<file path="src/rtl/uart_rx_ctrl.sv">
// ----------------------------------------------------------------------------
// uart_rx_ctrl
//
// Receive-side controller between the UART receiver and the CPU. Every byte
// strobed in on rx_valid is queued in a small circular FIFO. Bytes are then
// handed to the CPU one at a time: the head is loaded into cpu_data and
// cpu_int is raised until the CPU acknowledges with a rising edge on
// cpu_end_read. The CPU must drop cpu_end_read again before the next byte is
// presented. Bytes arriving while the FIFO is full (and no pop happens in that
// cycle) are dropped and latch the sticky overrun flag.
//
// Ports
//   clk          in   system clock, rising edge
//   rst_n        in   asynchronous active-low reset
//   rx_byte      in   [WIDTH-1:0] received byte
//   rx_valid     in   one-cycle strobe, rx_byte is new
//   cpu_data     out  [WIDTH-1:0] byte presented to the CPU
//   cpu_int      out  interrupt, high while cpu_data is unacknowledged
//   cpu_end_read in   CPU acknowledge level; only its rising edge counts
//   fifo_count   out  [$clog2(DEPTH):0] bytes queued (excludes cpu_data)
//   overrun      out  sticky, a byte was dropped
//   overrun_clr  in   synchronous clear of overrun
// ----------------------------------------------------------------------------
module uart_rx_ctrl #(
  parameter int DEPTH = 4,
  parameter int WIDTH = 8
) (
  input  logic                       clk,
  input  logic                       rst_n,
  input  logic [WIDTH-1:0]           rx_byte,
  input  logic                       rx_valid,
  output logic [WIDTH-1:0]           cpu_data,
  output logic                       cpu_int,
  input  logic                       cpu_end_read,
  output logic [$clog2(DEPTH):0]     fifo_count,
  output logic                       overrun,
  input  logic                       overrun_clr
);

  localparam int AW = $clog2(DEPTH);
  localparam int CW = AW + 1;

  typedef enum logic [1:0] {
    IDLE    = 2'b00,
    PRESENT = 2'b01,
    RELEASE = 2'b10
  } state_t;

  // Storage: no reset needed, contents are only meaningful below count_q.
  logic [WIDTH-1:0] mem [DEPTH];

  state_t           state_q, state_d;
  logic [AW-1:0]    rd_ptr_q, rd_ptr_d;
  logic [AW-1:0]    wr_ptr_q, wr_ptr_d;
  logic [CW-1:0]    count_q, count_d;
  logic [WIDTH-1:0] cpu_data_q, cpu_data_d;
  logic             cpu_int_q, cpu_int_d;
  logic             overrun_q, overrun_d;
  logic             ack_q, ack_d;

  logic             full;
  logic             empty;
  logic             pop;
  logic             push;
  logic             drop;
  logic             ack_rise;

  assign full     = (count_q == CW'(DEPTH));
  assign empty    = (count_q == '0);
  // A pop is the IDLE load of the head into cpu_data.
  assign pop      = (state_q == IDLE) && !empty;
  // A full FIFO still accepts a byte when the head leaves in the same cycle.
  assign push     = rx_valid && (!full || pop);
  assign drop     = rx_valid && full && !pop;
  assign ack_d    = cpu_end_read;
  assign ack_rise = cpu_end_read & ~ack_q;

  // Next-state and datapath
  always_comb begin
    state_d    = state_q;
    rd_ptr_d   = rd_ptr_q;
    wr_ptr_d   = wr_ptr_q;
    count_d    = count_q;
    cpu_data_d = cpu_data_q;
    overrun_d  = overrun_q;

    case (state_q)
      IDLE: begin
        if (pop) begin
          cpu_data_d = mem[rd_ptr_q];
          state_d    = PRESENT;
        end
      end
      PRESENT: begin
        if (ack_rise) begin
          state_d = RELEASE;
        end
      end
      RELEASE: begin
        if (!cpu_end_read) begin
          state_d = IDLE;
        end
      end
      default: begin
        state_d = IDLE;
      end
    endcase

    if (pop) begin
      rd_ptr_d = rd_ptr_q + AW'(1);
    end
    if (push) begin
      wr_ptr_d = wr_ptr_q + AW'(1);
    end
    if (push && !pop) begin
      count_d = count_q + CW'(1);
    end else if (pop && !push) begin
      count_d = count_q - CW'(1);
    end

    // Set has priority over clear.
    if (overrun_clr) begin
      overrun_d = 1'b0;
    end
    if (drop) begin
      overrun_d = 1'b1;
    end
  end

  // Interrupt registered directly from the next state so it tracks PRESENT.
  assign cpu_int_d = (state_d == PRESENT);

  always_ff @(posedge clk) begin
    if (push) begin
      mem[wr_ptr_q] <= rx_byte;
    end
  end

  always_ff @(posedge clk or negedge rst_n) begin
    if (!rst_n) begin
      state_q    <= IDLE;
      rd_ptr_q   <= '0;
      wr_ptr_q   <= '0;
      count_q    <= '0;
      cpu_data_q <= '0;
      cpu_int_q  <= 1'b0;
      overrun_q  <= 1'b0;
      // Start high so an acknowledge level held across reset is not an edge.
      ack_q      <= 1'b1;
    end else begin
      state_q    <= state_d;
      rd_ptr_q   <= rd_ptr_d;
      wr_ptr_q   <= wr_ptr_d;
      count_q    <= count_d;
      cpu_data_q <= cpu_data_d;
      cpu_int_q  <= cpu_int_d;
      overrun_q  <= overrun_d;
      ack_q      <= ack_d;
    end
  end

  assign cpu_data   = cpu_data_q;
  assign cpu_int    = cpu_int_q;
  assign fifo_count = count_q;
  assign overrun    = overrun_q;

endmodule

</file>
<file path="config.mk">
export PLATFORM = sky130hd
export DESIGN_NAME = uart_rx_ctrl
export DESIGN_NICKNAME = d
export VERILOG_FILES = /design/src/rtl/uart_rx_ctrl.sv
export SDC_FILE = /design/constraint.sdc
export NUM_CORES = 1
export LEC_CHECK = 0
export ABC_AREA = 1
export CAP_MARGIN = 20
export CORE_ASPECT_RATIO = 0.6
export CORE_UTILIZATION = 30
export CTS_CLUSTER_SIZE = 20
export DETAILED_ROUTE_END_ITERATION = 10
export PLACE_DENSITY = 0.5
export SYNTH_ARGS = -nofsm -noshare
export SYNTH_HDL_FRONTEND = slang
export SYNTH_SLANG_ARGS = --single-unit
</file>
<file path="constraint.sdc">
create_clock -name clk -period 2.05 [get_ports clk]
set_clock_uncertainty 0.05 [all_clocks]
set_input_delay 0.615 -clock clk [delete_from_list [all_inputs] [get_ports clk]]
set_output_delay 0.615 -clock clk [all_outputs]
set_load 0.005 [all_outputs]
</file>
==> results.json, run 1 <==
{
  "outcome": "finished clean",
  "ys_types": 22,
  "finalMaxSlewViolations": 0,
  "p_per_area_nw_per_um2": 1430,
  "drcViolationCount": 0,
  "yosys.area.top_type": "edfxtp_1",
  "syn_inst": 231,
  "drt_iter0_drc": 73,
  "clk_path_buf_depth": 2,
  "routed_wl_um": 4170,
  "placeableCoreArea_um2": 7360,
  "wl_per_cell_um": 11.2,
  "first_pass_iters": 4,
  "cp_max_fo": 4,
  "die_area_um2": 8090,
  "drt.antenna.violating_nets": 0,
  "syn-num-nets": 250,
  "drive_above_1_share_pct": 12.3,
  "synthTopCellsByArea": "edfxtp_1 41%, dfrtp_1 21%, nand2_1 13%, inv_1 7.1%, nand3_1 4.3%",
  "grt_pass1_vias": 1448,
  "slowest_delay_ns": 0.55,
  "ys_ff_latch": 52,
  "nets": 287,
  "ir_drop_v": 0.000502,
  "routabilityCongestion": 0.732,
  "hold_path_class": "reg -> reg",
  "cp-start-kind": "flip-flop",
  "tritoncts": "done",
  "finalWorstSetupSlack_ns": 0.0692,
  "fin_crit_ns": 1.98,
  "drv_cap": 0,
  "crit_family": "buffers and inverters",
  "clockRootBuffer": "clkbuf_16",
  "initial_utilization_pct": 31.5,
  "fin_crit_sh_pct": 96.6,
  "numCtsBuffers": 5,
  "grt_max_degree": 21,
  "overflow": 0,
  "path_clk_slew_ns": 0.07,
  "worst_slew_pin_slew_ns": 0.484,
  "io_pins": 26,
  "dp_hpwl_um": 2950,
  "htreeDepth": 2,
  "ff_latch_area_um2": 1460,
  "antenna_found_initial": 0,
  "hold_viol": 0,
  "fillers": 714,
  "grt_first_pass_wirelength_um": 7020,
  "synth_warnings": 0,
  "track_usage_pct": 11.9,
  "num_antenna_cells": 0,
  "p_leak_uw": 0.00135,
  "placementRows": 24,
  "area_growth_pct": 25.3,
  "synthDominantCellAreaShare_pct": 41.5,
  "setup_viol": 0,
  "die_x_um": 115,
  "cts.sinks": 52,
  "die_height_um": 70.1,
  "via_count": 1498,
  "path_buf_inv": 1,
  "avgSynthCellArea_um2": 10.0,
  "clk_latency_ns": 0.29,
  "required_ns": 1.38,
  "place_ws_ns": -0.238,
  "portBuffers": 25,
  "hold_ws_ns": 0.427,
  "slew_headroom_pct": 67.7,
  "cp.arrival_ns": 1.32,
  "ys_seq_area_share_pct": 63.1,
  "multi_input_area_um2": 619,
  "syn_area_um2": 2320,
  "fmax_ghz": 0.505,
  "cp_cell_sequence": "clkdlybuf4s50_1",
  "slowest_stage": "clkdlybuf4s50_1",
  "avgViaCountPerCell": 4.02,
  "post_cts_buffers": 0,
  "endpoint_kind": "output pin",
  "path_class": "reg -> out",
  "rsz0062_at_grt": "false"
}
## metrics by stage
step | instances | TNS, ns | area [µm²] | util (%) | power (µW)
after global routing | 373 | 0 | 2900 | 39.5 | 4510
after global placement | 365 | -0.287 | 2720 | 37.0 | 3230
after detailed placement | 365 | -0.332 | 2720 | 37.0 | 3240
final | 373 | 0 | 2900 | 39.5 | 4160
after CTS | 373 | 0 | 2890 | 39.3 | 4190
after floorplan | 231 | 0 | 2320 | - | 2680
## layout make-up
cell class	instances	share of cell area (%)
Sequential cell	52	50.4
Inverter	50	6.55
Clock inverter	3	1.47
Multi-Input combinational cell	123	21.3
Tap cell	104	4.48
Timing Repair Buffer	36	11.5
Clock buffer	5	4.31
## layer usage
metal	share of wire [%]	vias to the layer above	track usage [%]
met1	54	683	17.0
li1	-	786	-
met4	1.4	0	4.33
met5	0	-	0
met2	41	22	16.9
met3	3.7	7	3.73
## flip-flops by register name, summed over array words and instances (netlist names)
name        count
ack_q           1
wr_ptr_q        2
rd_ptr_q        2
fifo_count      3
overrun         1
cpu_int         1
state_q         2
cpu_data        8
mem            32
## cell families after synthesis
logic type / Yosys count / synth area share (%)
compound gates: 6 / 1.84
xor+xnor: 3 / 1.13
fa+ha+maj: 6 / 3.56
buf+inv: 56 / 10.8
flops: 52 / 63.1
simple gates: 108 / 19.5
## tightest hold or removal path, delay by kind of cell, from the launching register on
| kind | cells | cell delay (ns) |
|---|---|---|
| and+or+nand+nor | 2 | 0.10 |
| DFF | 1 | 0.34 |
## repair_timing
| action | 4_1_cts | 5_1_grt |
|---|---|---|
| resized for setup | 0 | 3 |
| hold buffers | 0 | 0 |
| setup endpoints to repair | 0 | 1 |
## layout by cell type, fill, tap and decap left out, drive strengths merged
cell | synthesis | routed
buf | 6 | 11
inv | 50 | 50
dfstp | 1 | 1
xnor2 | 1 | 1
fa | 1 | 1
o22ai | 1 | 1
nand2 | 80 | 80
xor2 | 2 | 2
dfrtp | 19 | 19
a21oi | 1 | 1
o31ai | 3 | 3
o21ai | 1 | 1
edfxtp | 32 | 32
clkbuf | 0 | 5
ha | 5 | 5
nand3 | 22 | 22
clkinvlp | 0 | 2
clkdlybuf4s50 | 0 | 25
bufinv | 0 | 1
nor2 | 6 | 6
## report_power, final
part	internal [µW]	switching (µW)	total [µW]
combinational	703	842	1540
sequential	1440	226	1670
clock	573	372	944
## synthesized netlist by cell type (all sizes together)
master / n
nand2: 80
xnor2: 1
dfrtp: 19
a21oi: 1
o31ai: 3
o22ai: 1
edfxtp: 32
fa: 1
inv: 50
nor2: 6
o21ai: 1
xor2: 2
dfstp: 1
ha: 5
nand3: 22
buf: 6
## final timing paths
| path | from | to | slack, ns | cells past startpoint |
|---|---|---|---|---|
| max | fifo_count[0] | fifo_count[0] | 0.07 | 1 |
| min | cpu_data[4] | cpu_data[4] | 0.43 | 2 |
| min reg2reg | cpu_data[4] | cpu_data[4] | 0.43 | 2 |
| max in group asynchronous | rst_n | ack_q | 1.07 | 2 |
| max reg2reg | fifo_count[0] | fifo_count[1] | 0.21 | 9 |
| min in group asynchronous | rst_n | cpu_data[2] | 0.61 | 2 |
(Power assumes the default switching activity.)
==> run 2, diff against run 1 <==
--- a/config.mk
+++ b/config.mk
@@ -9,7 +9,6 @@
 export CAP_MARGIN = 20
 export CORE_ASPECT_RATIO = 0.6
 export CORE_UTILIZATION = 30
-export CTS_CLUSTER_SIZE = 20
 export DETAILED_ROUTE_END_ITERATION = 10
 export PLACE_DENSITY = 0.5
 export SYNTH_ARGS = -nofsm -noshare
==> results of run 2 <==
No change in the layout: final DEF, timing and power equal those of run 1.
